File: src/rtl/pwm_sched_ctrl_if.sv
// Config and PWM-output bundle for pwm_sched_ctrl.
// The master side drives control and config writes; the slave side returns counter and PWM status.
interface pwm_sched_ctrl_if #(
  parameter int NUM_CNT_BITS = 8,
  parameter int NUM_CH       = 4,
  parameter int ADDR_BITS    = 3
);
  logic                    start;
  logic                    stop;
  logic                    commit;
  logic                    wr_en;
  logic [ADDR_BITS-1:0]    wr_addr;
  logic [NUM_CNT_BITS-1:0] wr_data;
  logic [NUM_CNT_BITS-1:0] count_out;
  logic [NUM_CH-1:0]       pwm_out;
  logic                    period_done;
  logic                    update_ack;
  logic                    busy;
  logic                    cfg_err;

  modport master (
    output start, stop, commit,
    output wr_en, wr_addr, wr_data,
    input  count_out, pwm_out,
    input  period_done, update_ack,
    input  busy, cfg_err
  );

  modport slave (
    input  start, stop, commit,
    input  wr_en, wr_addr, wr_data,
    output count_out, pwm_out,
    output period_done, update_ack,
    output busy, cfg_err
  );
endinterface

File: src/rtl/pwm_sched_ctrl.sv
// Shared period counter for NUM_CH PWM channels.
// Shadow period/duty registers are copied to the active set at start or at a committed wrap.
module pwm_sched_ctrl #(
  parameter int NUM_CNT_BITS = 8,
  parameter int NUM_CH       = 4,
  parameter int ADDR_BITS    = 3
) (
  input logic              clk,
  input logic              n_rst,
  pwm_sched_ctrl_if.slave  bus
);
  typedef enum logic [1:0] {
    IDLE,
    RUN,
    STOPPING
  } state_e;

  localparam logic [NUM_CNT_BITS-1:0] ONE = NUM_CNT_BITS'(1);

  state_e                  state_q, state_d;
  logic [NUM_CNT_BITS-1:0] count_q, count_d;
  logic [NUM_CNT_BITS-1:0] period_sh_q;
  logic [NUM_CNT_BITS-1:0] period_a_q;
  logic [NUM_CNT_BITS-1:0] duty_sh_q [NUM_CH];
  logic [NUM_CNT_BITS-1:0] duty_a_q  [NUM_CH];
  logic [NUM_CNT_BITS-1:0] duty_n    [NUM_CH];
  logic [NUM_CH-1:0]       pwm_q, pwm_d;
  logic                    pend_q, pend_d;
  logic                    err_q, err_d;
  logic                    ack_q, ack_d;
  logic                    load;
  logic                    wrap;

  assign wrap = (state_q != IDLE) && (count_q == period_a_q);

  always_comb begin
    state_d = state_q;
    count_d = count_q;
    pend_d  = pend_q;
    err_d   = err_q;
    ack_d   = 1'b0;
    load    = 1'b0;
    unique case (state_q)
      IDLE: begin
        if (bus.start && !bus.stop) begin
          if (period_sh_q != '0) begin
            state_d = RUN;
            load    = 1'b1;
            count_d = ONE;
            err_d   = 1'b0;
          end else begin
            err_d = 1'b1;
          end
        end
      end
      RUN: begin
        if (bus.stop) state_d = STOPPING;
      end
      STOPPING: begin
        if (!bus.stop && bus.start) state_d = RUN;
      end
      default: state_d = IDLE;
    endcase
    if (state_q != IDLE) begin
      count_d = wrap ? ONE : count_q + ONE;
      pend_d  = pend_q | bus.commit;
      if (wrap) begin
        // a commit arriving on the wrap cycle waits for the next wrap
        pend_d = bus.commit;
        if (pend_q) begin
          if (period_sh_q != '0) begin
            load  = 1'b1;
            ack_d = 1'b1;
          end else begin
            err_d = 1'b1;
          end
        end
        if (state_q == STOPPING && state_d == STOPPING) begin
          state_d = IDLE;
          count_d = '0;
          pend_d  = 1'b0;
          load    = 1'b0;
          ack_d   = 1'b0;
          err_d   = err_q;
        end
      end
    end
  end

  always_comb begin
    pwm_d = '0;
    for (int i = 0; i < NUM_CH; i++) begin
      duty_n[i] = load ? duty_sh_q[i] : duty_a_q[i];
      pwm_d[i]  = (state_d != IDLE) && (count_d != '0) &&
                  (count_d <= duty_n[i]);
    end
  end

  always_ff @(posedge clk or negedge n_rst) begin
    if (!n_rst) begin
      state_q     <= IDLE;
      count_q     <= '0;
      period_sh_q <= '0;
      period_a_q  <= '0;
      pwm_q       <= '0;
      pend_q      <= 1'b0;
      err_q       <= 1'b0;
      ack_q       <= 1'b0;
      for (int i = 0; i < NUM_CH; i++) begin
        duty_sh_q[i] <= '0;
        duty_a_q[i]  <= '0;
      end
    end else begin
      state_q <= state_d;
      count_q <= count_d;
      pwm_q   <= pwm_d;
      pend_q  <= pend_d;
      err_q   <= err_d;
      ack_q   <= ack_d;
      if (load) begin
        period_a_q <= period_sh_q;
        for (int i = 0; i < NUM_CH; i++) duty_a_q[i] <= duty_sh_q[i];
      end
      if (bus.wr_en && bus.wr_addr == '0) period_sh_q <= bus.wr_data;
      for (int i = 0; i < NUM_CH; i++) begin
        if (bus.wr_en && bus.wr_addr == ADDR_BITS'(i + 1))
          duty_sh_q[i] <= bus.wr_data;
      end
    end
  end

  assign bus.count_out   = count_q;
  assign bus.pwm_out     = pwm_q;
  assign bus.period_done = wrap;
  assign bus.update_ack  = ack_q;
  assign bus.busy        = (state_q != IDLE);
  assign bus.cfg_err     = err_q;
endmodule

File: src/flat_wrapper.sv
// flat-port wrapper written by rule: the top's interface ports become plain ports
module pwm_sched_ctrl_flat 
#(
  parameter int NUM_CNT_BITS = 8,
  parameter int NUM_CH       = 4,
  parameter int ADDR_BITS    = 3
)
  (clk, n_rst, bus_start, bus_stop, bus_commit, bus_wr_en, bus_wr_addr, bus_wr_data, bus_count_out, bus_pwm_out, bus_period_done, bus_update_ack, bus_busy, bus_cfg_err);
  pwm_sched_ctrl_if #(.NUM_CNT_BITS(NUM_CNT_BITS), .NUM_CH(NUM_CH), .ADDR_BITS(ADDR_BITS)) bus_i ();
  input logic clk;
  input logic n_rst;
  input wire logic [$bits(bus_i.start)-1:0] bus_start;
  input wire logic [$bits(bus_i.stop)-1:0] bus_stop;
  input wire logic [$bits(bus_i.commit)-1:0] bus_commit;
  input wire logic [$bits(bus_i.wr_en)-1:0] bus_wr_en;
  input wire logic [$bits(bus_i.wr_addr)-1:0] bus_wr_addr;
  input wire logic [$bits(bus_i.wr_data)-1:0] bus_wr_data;
  output wire logic [$bits(bus_i.count_out)-1:0] bus_count_out;
  output wire logic [$bits(bus_i.pwm_out)-1:0] bus_pwm_out;
  output wire logic [$bits(bus_i.period_done)-1:0] bus_period_done;
  output wire logic [$bits(bus_i.update_ack)-1:0] bus_update_ack;
  output wire logic [$bits(bus_i.busy)-1:0] bus_busy;
  output wire logic [$bits(bus_i.cfg_err)-1:0] bus_cfg_err;
  assign bus_i.start = bus_start;
  assign bus_i.stop = bus_stop;
  assign bus_i.commit = bus_commit;
  assign bus_i.wr_en = bus_wr_en;
  assign bus_i.wr_addr = bus_wr_addr;
  assign bus_i.wr_data = bus_wr_data;
  assign bus_count_out = bus_i.count_out;
  assign bus_pwm_out = bus_i.pwm_out;
  assign bus_period_done = bus_i.period_done;
  assign bus_update_ack = bus_i.update_ack;
  assign bus_busy = bus_i.busy;
  assign bus_cfg_err = bus_i.cfg_err;
  pwm_sched_ctrl #(.NUM_CNT_BITS(NUM_CNT_BITS), .NUM_CH(NUM_CH), .ADDR_BITS(ADDR_BITS)) u_core (.clk(clk), .n_rst(n_rst), .bus(bus_i));
endmodule
File: config.mk
export PLATFORM = sky130hd
export DESIGN_NAME = pwm_sched_ctrl_flat
export DESIGN_NICKNAME = d
export VERILOG_FILES = /design/src/rtl/pwm_sched_ctrl_if.sv /design/src/rtl/pwm_sched_ctrl.sv /design/src/flat_wrapper.sv
export SDC_FILE = /design/constraint.sdc
export NUM_CORES = 1
export LEC_CHECK = 0
export ABC_CLOCK_PERIOD_IN_PS = 8150
export CAP_MARGIN = 10
export CORE_AREA = 2 2 90 127
export DETAILED_ROUTE_END_ITERATION = 8
export DIE_AREA = 0 0 92 129
export GPL_TIMING_DRIVEN = 0
export PLACE_DENSITY = 0.68
export SLEW_MARGIN = 40
export SYNTH_ARGS = -nofsm -noshare
export SYNTH_HDL_FRONTEND = slang
export SYNTH_SLANG_ARGS = --single-unit
File: constraint.sdc
create_clock -name clk -period 8.15 [get_ports clk]
set_input_delay 1.63 -clock clk [delete_from_list [all_inputs] [get_ports clk]]
set_output_delay 1.63 -clock clk [all_outputs]
set_load 0.005 [all_outputs]
* After elaboration in Yosys (flattened, before gate mapping)
Index checks and enable logic that the tools add are counted.
Storage, ports and cells: flip-flop bits (word level) 97, input port bits 17, output and inout port bits 16
Cells by class: add/subtract/negate cells 1, $lt $le $gt $ge 4, equality and inequality tests 9, mux-type cells 41, bitwise logic cells 1, reduce and logical (&&, ||, !) cells 20
Operators by type and width (count):
- 2-to-1 mux 8 bit | 11
- less-or-equal comparator 8 bit | 4
- 2-to-1 mux 1 bit | 22
- nonzero test 8 bit | 2
- 2-to-1 mux 2 bit | 7
- logical AND 1 bit | 13
- adder 8 x 1 -> 8 bit (second input constant) | 1
- equality test 8 bit | 1
- equality test 3 x 2 -> 1 bit (second input constant) | 2
- one-hot mux 2 bit (3 select lines) | 1
- equality test 2 bit (second input constant) | 2
- nonzero test 2 bit | 2
- equality test 3 x 1 -> 1 bit (second input constant) | 1
- equality test 3 bit (second input constant) | 1
- zero test 3 bit | 1
- inequality test 3 bit (second input constant) | 1
- equality test 2 x 1 -> 1 bit (second input constant) | 1
- zero test 2 bit | 1
- zero test 1 bit | 1
- OR 1 bit | 1

* Longest topological paths before layout
Gate-level depths: netlist of run 1.
word-level depth 12, gate-level depth with buffers 16, mapped depth without buffers 13

* Worst setup path before layout of run 1
No wires, ideal clock.
path kind input port to flip-flop, from in bus_start, to reg u_core.pwm_q[0] (netlist: u_core.bus.pwm_out[0]), library setup time 0.094 ns, arrival time 3.983 ns, required time 8.056 ns, path slack 4.073 ns, cell stages on the path 14, buffers on the path 2, cells stage by stage nor2b_1 a21oi_1 and4b_4 o21bai_1 buf_6 buf_2 mux2i_1 ha_1 a21oi_1 o221ai_1 a21oi_1 o21ai_0 o31a_1 a211oi_1
Between the ends: word-level cells in the longest chain between the ends 11
RTL lines:
- start, declared | RTL line flat_wrapper.sv:12 | input wire logic [$bits(bus_i.start)-1:0] bus_start;
- logical AND 1 bit * | RTL line pwm_sched_ctrl.sv:45, pwm_sched_ctrl.sv:60
- 2-to-1 mux 2 bit (tied with other cells) | RTL line pwm_sched_ctrl.sv:60 | if (!bus.stop && bus.start) state_d = RUN;
- one-hot mux 2 bit (3 select lines) or 2-to-1 mux 1 bit (tied branches) | RTL line pwm_sched_ctrl.sv:43 | unique case (state_q)
- equality test 2 bit or 2-to-1 mux 1 bit (tied branches) | RTL line pwm_sched_ctrl.sv:78, pwm_sched_ctrl.sv:71
- logical AND 1 bit or 2-to-1 mux 1 bit (tied branches) | RTL line pwm_sched_ctrl.sv:78, pwm_sched_ctrl.sv:70
- 2-to-1 mux 1 bit (tied with other cells) | RTL line pwm_sched_ctrl.sv:78 | if (state_q == STOPPING && state_d == STOPPING) begin
- 2-to-1 mux 1 bit (tied with other cells) | RTL line pwm_sched_ctrl.sv:67 | if (wrap) begin
- 2-to-1 mux 1 bit (tied with other cells) | RTL line pwm_sched_ctrl.sv:64 | if (state_q != IDLE) begin
- 2-to-1 mux 8 bit (tied with other cells) | RTL line pwm_sched_ctrl.sv:93 | duty_n[i] = load ? duty_sh_q[i] : duty_a_q[i];
- less-or-equal comparator 8 bit or logical AND 1 bit (tied branches) | RTL line pwm_sched_ctrl.sv:95, pwm_sched_ctrl.sv:94
- logical AND 1 bit * | RTL line pwm_sched_ctrl.sv:94 | pwm_d[i] = (state_d != IDLE) && (count_d != '0) &&
- named net u_core.pwm_d[0] | RTL line pwm_sched_ctrl.sv:27 | logic [NUM_CH-1:0] pwm_q, pwm_d;
- end signal, assigned | RTL line pwm_sched_ctrl.sv:116 | pwm_q <= pwm_d;
- end, declared | RTL line pwm_sched_ctrl.sv:27
The timed path passes the listed nets; every way through them passes the cells marked *. A chain may end at the register's enable or synchronous reset.

* Worst setup path after layout of run 1
from in bus_start, to reg u_core.pwm_q[2] (netlist: u_core.bus.pwm_out[2])
Same word-level chain as after synthesis.

==> metrics.txt, run 1 <==
status=finished clean; syn nets=between 400 and 500; die span in y=around 130 um; ports placed on the boundary=33; total instance count after detailed placement=578; final-report max-slew violation count=0; share of post-route cells with drive strength above 1=18.1%; launch point of the worst path=bus_start; capturing element of the worst setup path=u_core.bus.pwm_out[2]; total inserted antenna cells=0; number of buffers added on ports=31; Worst Setup Start Kind=primary input; count of yosys warnings during synthesis=0; buffer levels on the longest clock path=2; Slew @ Worst Pin=a little over 0.8 ns; final critical path time including I/O delays and setup=~4.6 ns; Primary FF master, synth=sky130_fd_sc_hd__dfrtp_1; reg-to-reg setup timing slack=around 4.5 ns; Placement Cell Area=between 5000 and 6000 um^2; post-detailed-route DRC marker count=0; wire length of the first global-routing pass=between 15000 and 20000 um; largest net degree at the start of global routing=53; highest ir drop seen on vdd=0.109 mV; capture instance of the worst register-to-register path=u_core.bus.pwm_out[3]; share of the yosys chip area belonging to registers=a little under half; number of max-capacitance violations reported=0; number of buffers added for setup after CTS=0; initial antenna violation count=0; minimum setup slack after placement=between 3 and 4 ns; final std cells w/o fill=approximately 600; CTS Hold Bufs=0; worst max-slew margin expressed relative to the limit=44.8%; clock sink count=between 90 and 100; setup TNS=0 ns; share of total power in combinational logic=roughly two fifths; fraction of registers with async set/reset=between 90% and 100%; DP Wirelength=8320 um; number of DRC markers in iteration 0=173; PwrDens=~330 nW/um^2; chip width=a little over 90 um; required arrival time at the worst endpoint=~8.4 ns; Cell Area, Synth=roughly 5200 um^2; clock slew seen by the registers of the worst setup and hold paths=0.07 ns; TritonRoute pass-1 iters=4; global-route usage over all layers=around a fifth; Area growth syn-to-layout=16.3%; Total Die Area=around 12000 um^2; CTS tree=built; number of buffers created by CTS=9; EDFF count, synth=0; post-synthesis register bit count=97; placer's final routability congestion estimate=~0.91; Setup crit end kind=flop; Netlist cell types=46; cell internal pwr=~1.3 mW; share of power burned in the clock network=22.0%; min setup slack post-route=approximately 3.5 ns; power dissipated by switching net loads=between 600 and 700 uW; clock root buffer=sky130_fd_sc_hd__clkbuf_16; sequential power share=a little under two fifths; Mean Syn Cell Area=between 10 and 15 um^2; static leakage=2.70 nW; most frequent cells in the layout=sky130_fd_sc_hd__dfrtp_1, sky130_fd_sc_hd__mux2_4, sky130_fd_sc_hd__mux2_1; fin area=~6100 um^2; synthesized instance count=between 400 and 500; NumNets Final=around 500; overflow left after global routing=0; worst-path fanout max=10; post-CTS sizing=0; Total Wirelength=11600 um; arrival time worst endpoint=4.87 ns; Worst Path Class, Setup=primary input to flop; FMAX=~220 MHz; depth of the most critical reg-to-reg path=12; initial cell density of the core=around 49%; startpoint of the worst register-to-register path=u_core.period_sh_q[7]; setup violators final=0; post-route fraction of the period consumed by the critical path=a little under three fifths; depth of the CTS H-tree=3; class of the tightest hold or removal check=flop to flop; count of nets left with antenna violations after detail routing=0; most common cell after layout, fill and taps aside=sky130_fd_sc_hd__dfrtp_1; via count of the first global-routing pass=roughly 3600; Finished Core Util=between 50% and 60%; setup repair after global routing missed its margin=false; Avg WL per Cell=between 15 and 20 um; Via density=between 5 and 6; Net Sw Frac=approximately 33%; routed vias=between 3000 and 4000; area of the core region=about 11000 um^2; clock latency reported for the late side of the worst-skew pair=0.35 ns; Core Rows=45; total count of hold-check failures in the final report=0; Fin Clk Skew=0.00705 ns
[power groups by stage]
stage	Combinational [mW]	Sequential, mW	Clock, mW
final	0.805	0.765	0.442
after global routing	0.901	0.785	0.469
after CTS	0.810	0.762	0.449
after detailed placement	0.803	0.768	0
after global placement	0.775	0.760	0
after floorplan	0.602	0.736	0
[stage by stage]
step                power [mW]  hold WS, ns
finish                    2.01        0.494
global route              2.16        0.524
floorplan                 1.34        0.458
global placement          1.54        0.469
CTS                       2.02        0.497
detailed placement        1.57        0.485
[kinds of logic (layout without fill, tap and decap cells)]
kind of cell    count (synthesis)  in the layout  synth area share [%]
mux                           112            112                  26.5
xor+xnor                        9              9                  1.51
simple gates                   59             59                  6.22
fa+ha+maj                      33             33                  7.89
buf+inv                        28             77                  2.94
flops                          97             97                  46.4
compound gates                 67             67                  8.59
[Yosys cell counts, types with 2 or more instances]
library cell / instances / area [um^2]
sky130_fd_sc_hd__dfrtp_1: 97 / 2430
sky130_fd_sc_hd__mux2_1: 42 / 473
sky130_fd_sc_hd__mux2_4: 42 / 631
sky130_fd_sc_hd__ha_1: 33 / 413
sky130_fd_sc_hd__mux2i_1: 28 / 280
sky130_fd_sc_hd__a21oi_1: 16 / 80.1
sky130_fd_sc_hd__nand3_1: 13 / 65.1
sky130_fd_sc_hd__inv_1: 12 / 45.0
sky130_fd_sc_hd__nand2_1: 12 / 45.0
sky130_fd_sc_hd__xnor2_1: 9 / 78.8
sky130_fd_sc_hd__nor2_1: 7 / 26.3
sky130_fd_sc_hd__buf_6: 6 / 67.6
sky130_fd_sc_hd__o21ai_0: 6 / 30.0
sky130_fd_sc_hd__o21ai_1: 6 / 30.0
sky130_fd_sc_hd__o22ai_1: 6 / 37.5
sky130_fd_sc_hd__clkbuf_1: 5 / 18.8
sky130_fd_sc_hd__a211oi_1: 4 / 30.0
sky130_fd_sc_hd__a41o_1: 4 / 40.0
sky130_fd_sc_hd__nand4_1: 4 / 25.0
sky130_fd_sc_hd__nor2b_1: 4 / 25.0
sky130_fd_sc_hd__nor3_1: 4 / 20.0
sky130_fd_sc_hd__o21a_1: 4 / 30.0
sky130_fd_sc_hd__o31ai_1: 4 / 30.0
sky130_fd_sc_hd__a21o_1: 3 / 22.5
sky130_fd_sc_hd__and3_1: 3 / 18.8
sky130_fd_sc_hd__buf_2: 3 / 15.0
sky130_fd_sc_hd__o21bai_1: 3 / 22.5
sky130_fd_sc_hd__o221ai_1: 3 / 26.3
sky130_fd_sc_hd__inv_2: 2 / 7.51
sky130_fd_sc_hd__nand2b_1: 2 / 12.5
sky130_fd_sc_hd__or2_1: 2 / 12.5
sky130_fd_sc_hd__or4_1: 2 / 15.0
[per-layer routing]
metal  vias to the layer above  global-route usage (%)  wire length, um
met2                        95                    35.3             5640
met4                         0                    11.9              575
li1                       1586                       -                -
met1                      1687                    26.4             4920
met5                         -                       0                0
met3                        40                    3.69              495
[worst min-delay path by stage]
stage | from | to | slack, ns | depth (start not counted)
6_report | u_core.duty_a_q[16] | u_core.duty_a_q[16] | 0.49 | 1
4_1_cts | u_core.duty_a_q[16] | u_core.duty_a_q[16] | 0.50 | 1
3_3_place_gp | u_core.duty_a_q[24] | u_core.duty_a_q[24] | 0.47 | 1
3_5_place_dp | u_core.duty_a_q[16] | u_core.duty_a_q[16] | 0.48 | 1
2_1_floorplan | u_core.duty_a_q[16] | u_core.duty_a_q[16] | 0.46 | 1
5_1_grt | u_core.duty_a_q[22] | u_core.duty_a_q[22] | 0.52 | 1
[worst max-delay path, cell delays in order]
cell and delay [ns]:
sky130_fd_sc_hd__clkdlybuf4s50_1 0.48, sky130_fd_sc_hd__nor2b_1 0.32, sky130_fd_sc_hd__a21oi_1 0.11, sky130_fd_sc_hd__and4b_4 0.33
sky130_fd_sc_hd__o21bai_1 0.12, sky130_fd_sc_hd__buf_6 0.18, sky130_fd_sc_hd__buf_2 0.32, sky130_fd_sc_hd__mux2i_1 0.24
sky130_fd_sc_hd__ha_1 0.26, sky130_fd_sc_hd__a21oi_1 0.16, sky130_fd_sc_hd__o22ai_1 0.09, sky130_fd_sc_hd__o21a_1 0.17
sky130_fd_sc_hd__o21bai_1 0.12, sky130_fd_sc_hd__a21oi_1 0.14, sky130_fd_sc_hd__a211oi_1 0.18
[registers in the layout (all words and copies together) (netlist names)]
name and count:
u_core.bus.cfg_err 1, u_core.state_q 2, u_core.period_a_q 8, u_core.bus.update_ack 1, u_core.duty_sh_q 32, u_core.period_sh_q 8
u_core.duty_a_q 32, u_core.bus.pwm_out 4, u_core.pend_q 1, u_core.bus.count_out 8
[area by class of cell]
type	instances	area, um^2
fill	885	4610
multi-input combinational	280	2670
sequential	97	2430
timing repair buffer	33	344
clock buffer	11	253
tap	141	176
buffer	14	101
clock inverter	5	62.6
inverter	14	52.6
Note: power is estimated with default switching activity, not from simulation.
==> run 2: changes to the inputs <==
--- a/config.mk
+++ b/config.mk
@@ -5,7 +5,7 @@
 export SDC_FILE = /design/constraint.sdc
 export NUM_CORES = 1
 export LEC_CHECK = 0
-export ABC_CLOCK_PERIOD_IN_PS = 8150
+export ABC_CLOCK_PERIOD_IN_PS = 4300
 export CAP_MARGIN = 10
 export CORE_AREA = 2 2 90 127
 export DETAILED_ROUTE_END_ITERATION = 8
==> constraint.sdc (replaced) <==
create_clock -name clk -period 4.3 [get_ports clk]
set_input_delay 0.86 -clock clk [delete_from_list [all_inputs] [get_ports clk]]
set_output_delay 0.86 -clock clk [all_outputs]
set_load 0.005 [all_outputs]
==> results of run 2 <==
The final DEF is identical to that of run 1. Status: finished clean.
Among the figures that moved: setup slack after placement 3.20 ns -> 0.117 ns; setup slack after layout 3.53 ns -> 0.454 ns; hold slack 0.494 ns -> 0.430 ns; register-to-register setup slack 4.50 ns -> 0.65 ns; total power 2.01 mW -> 3.81 mW; worst IR drop on VDD 0.109 mV -> 0.207 mV
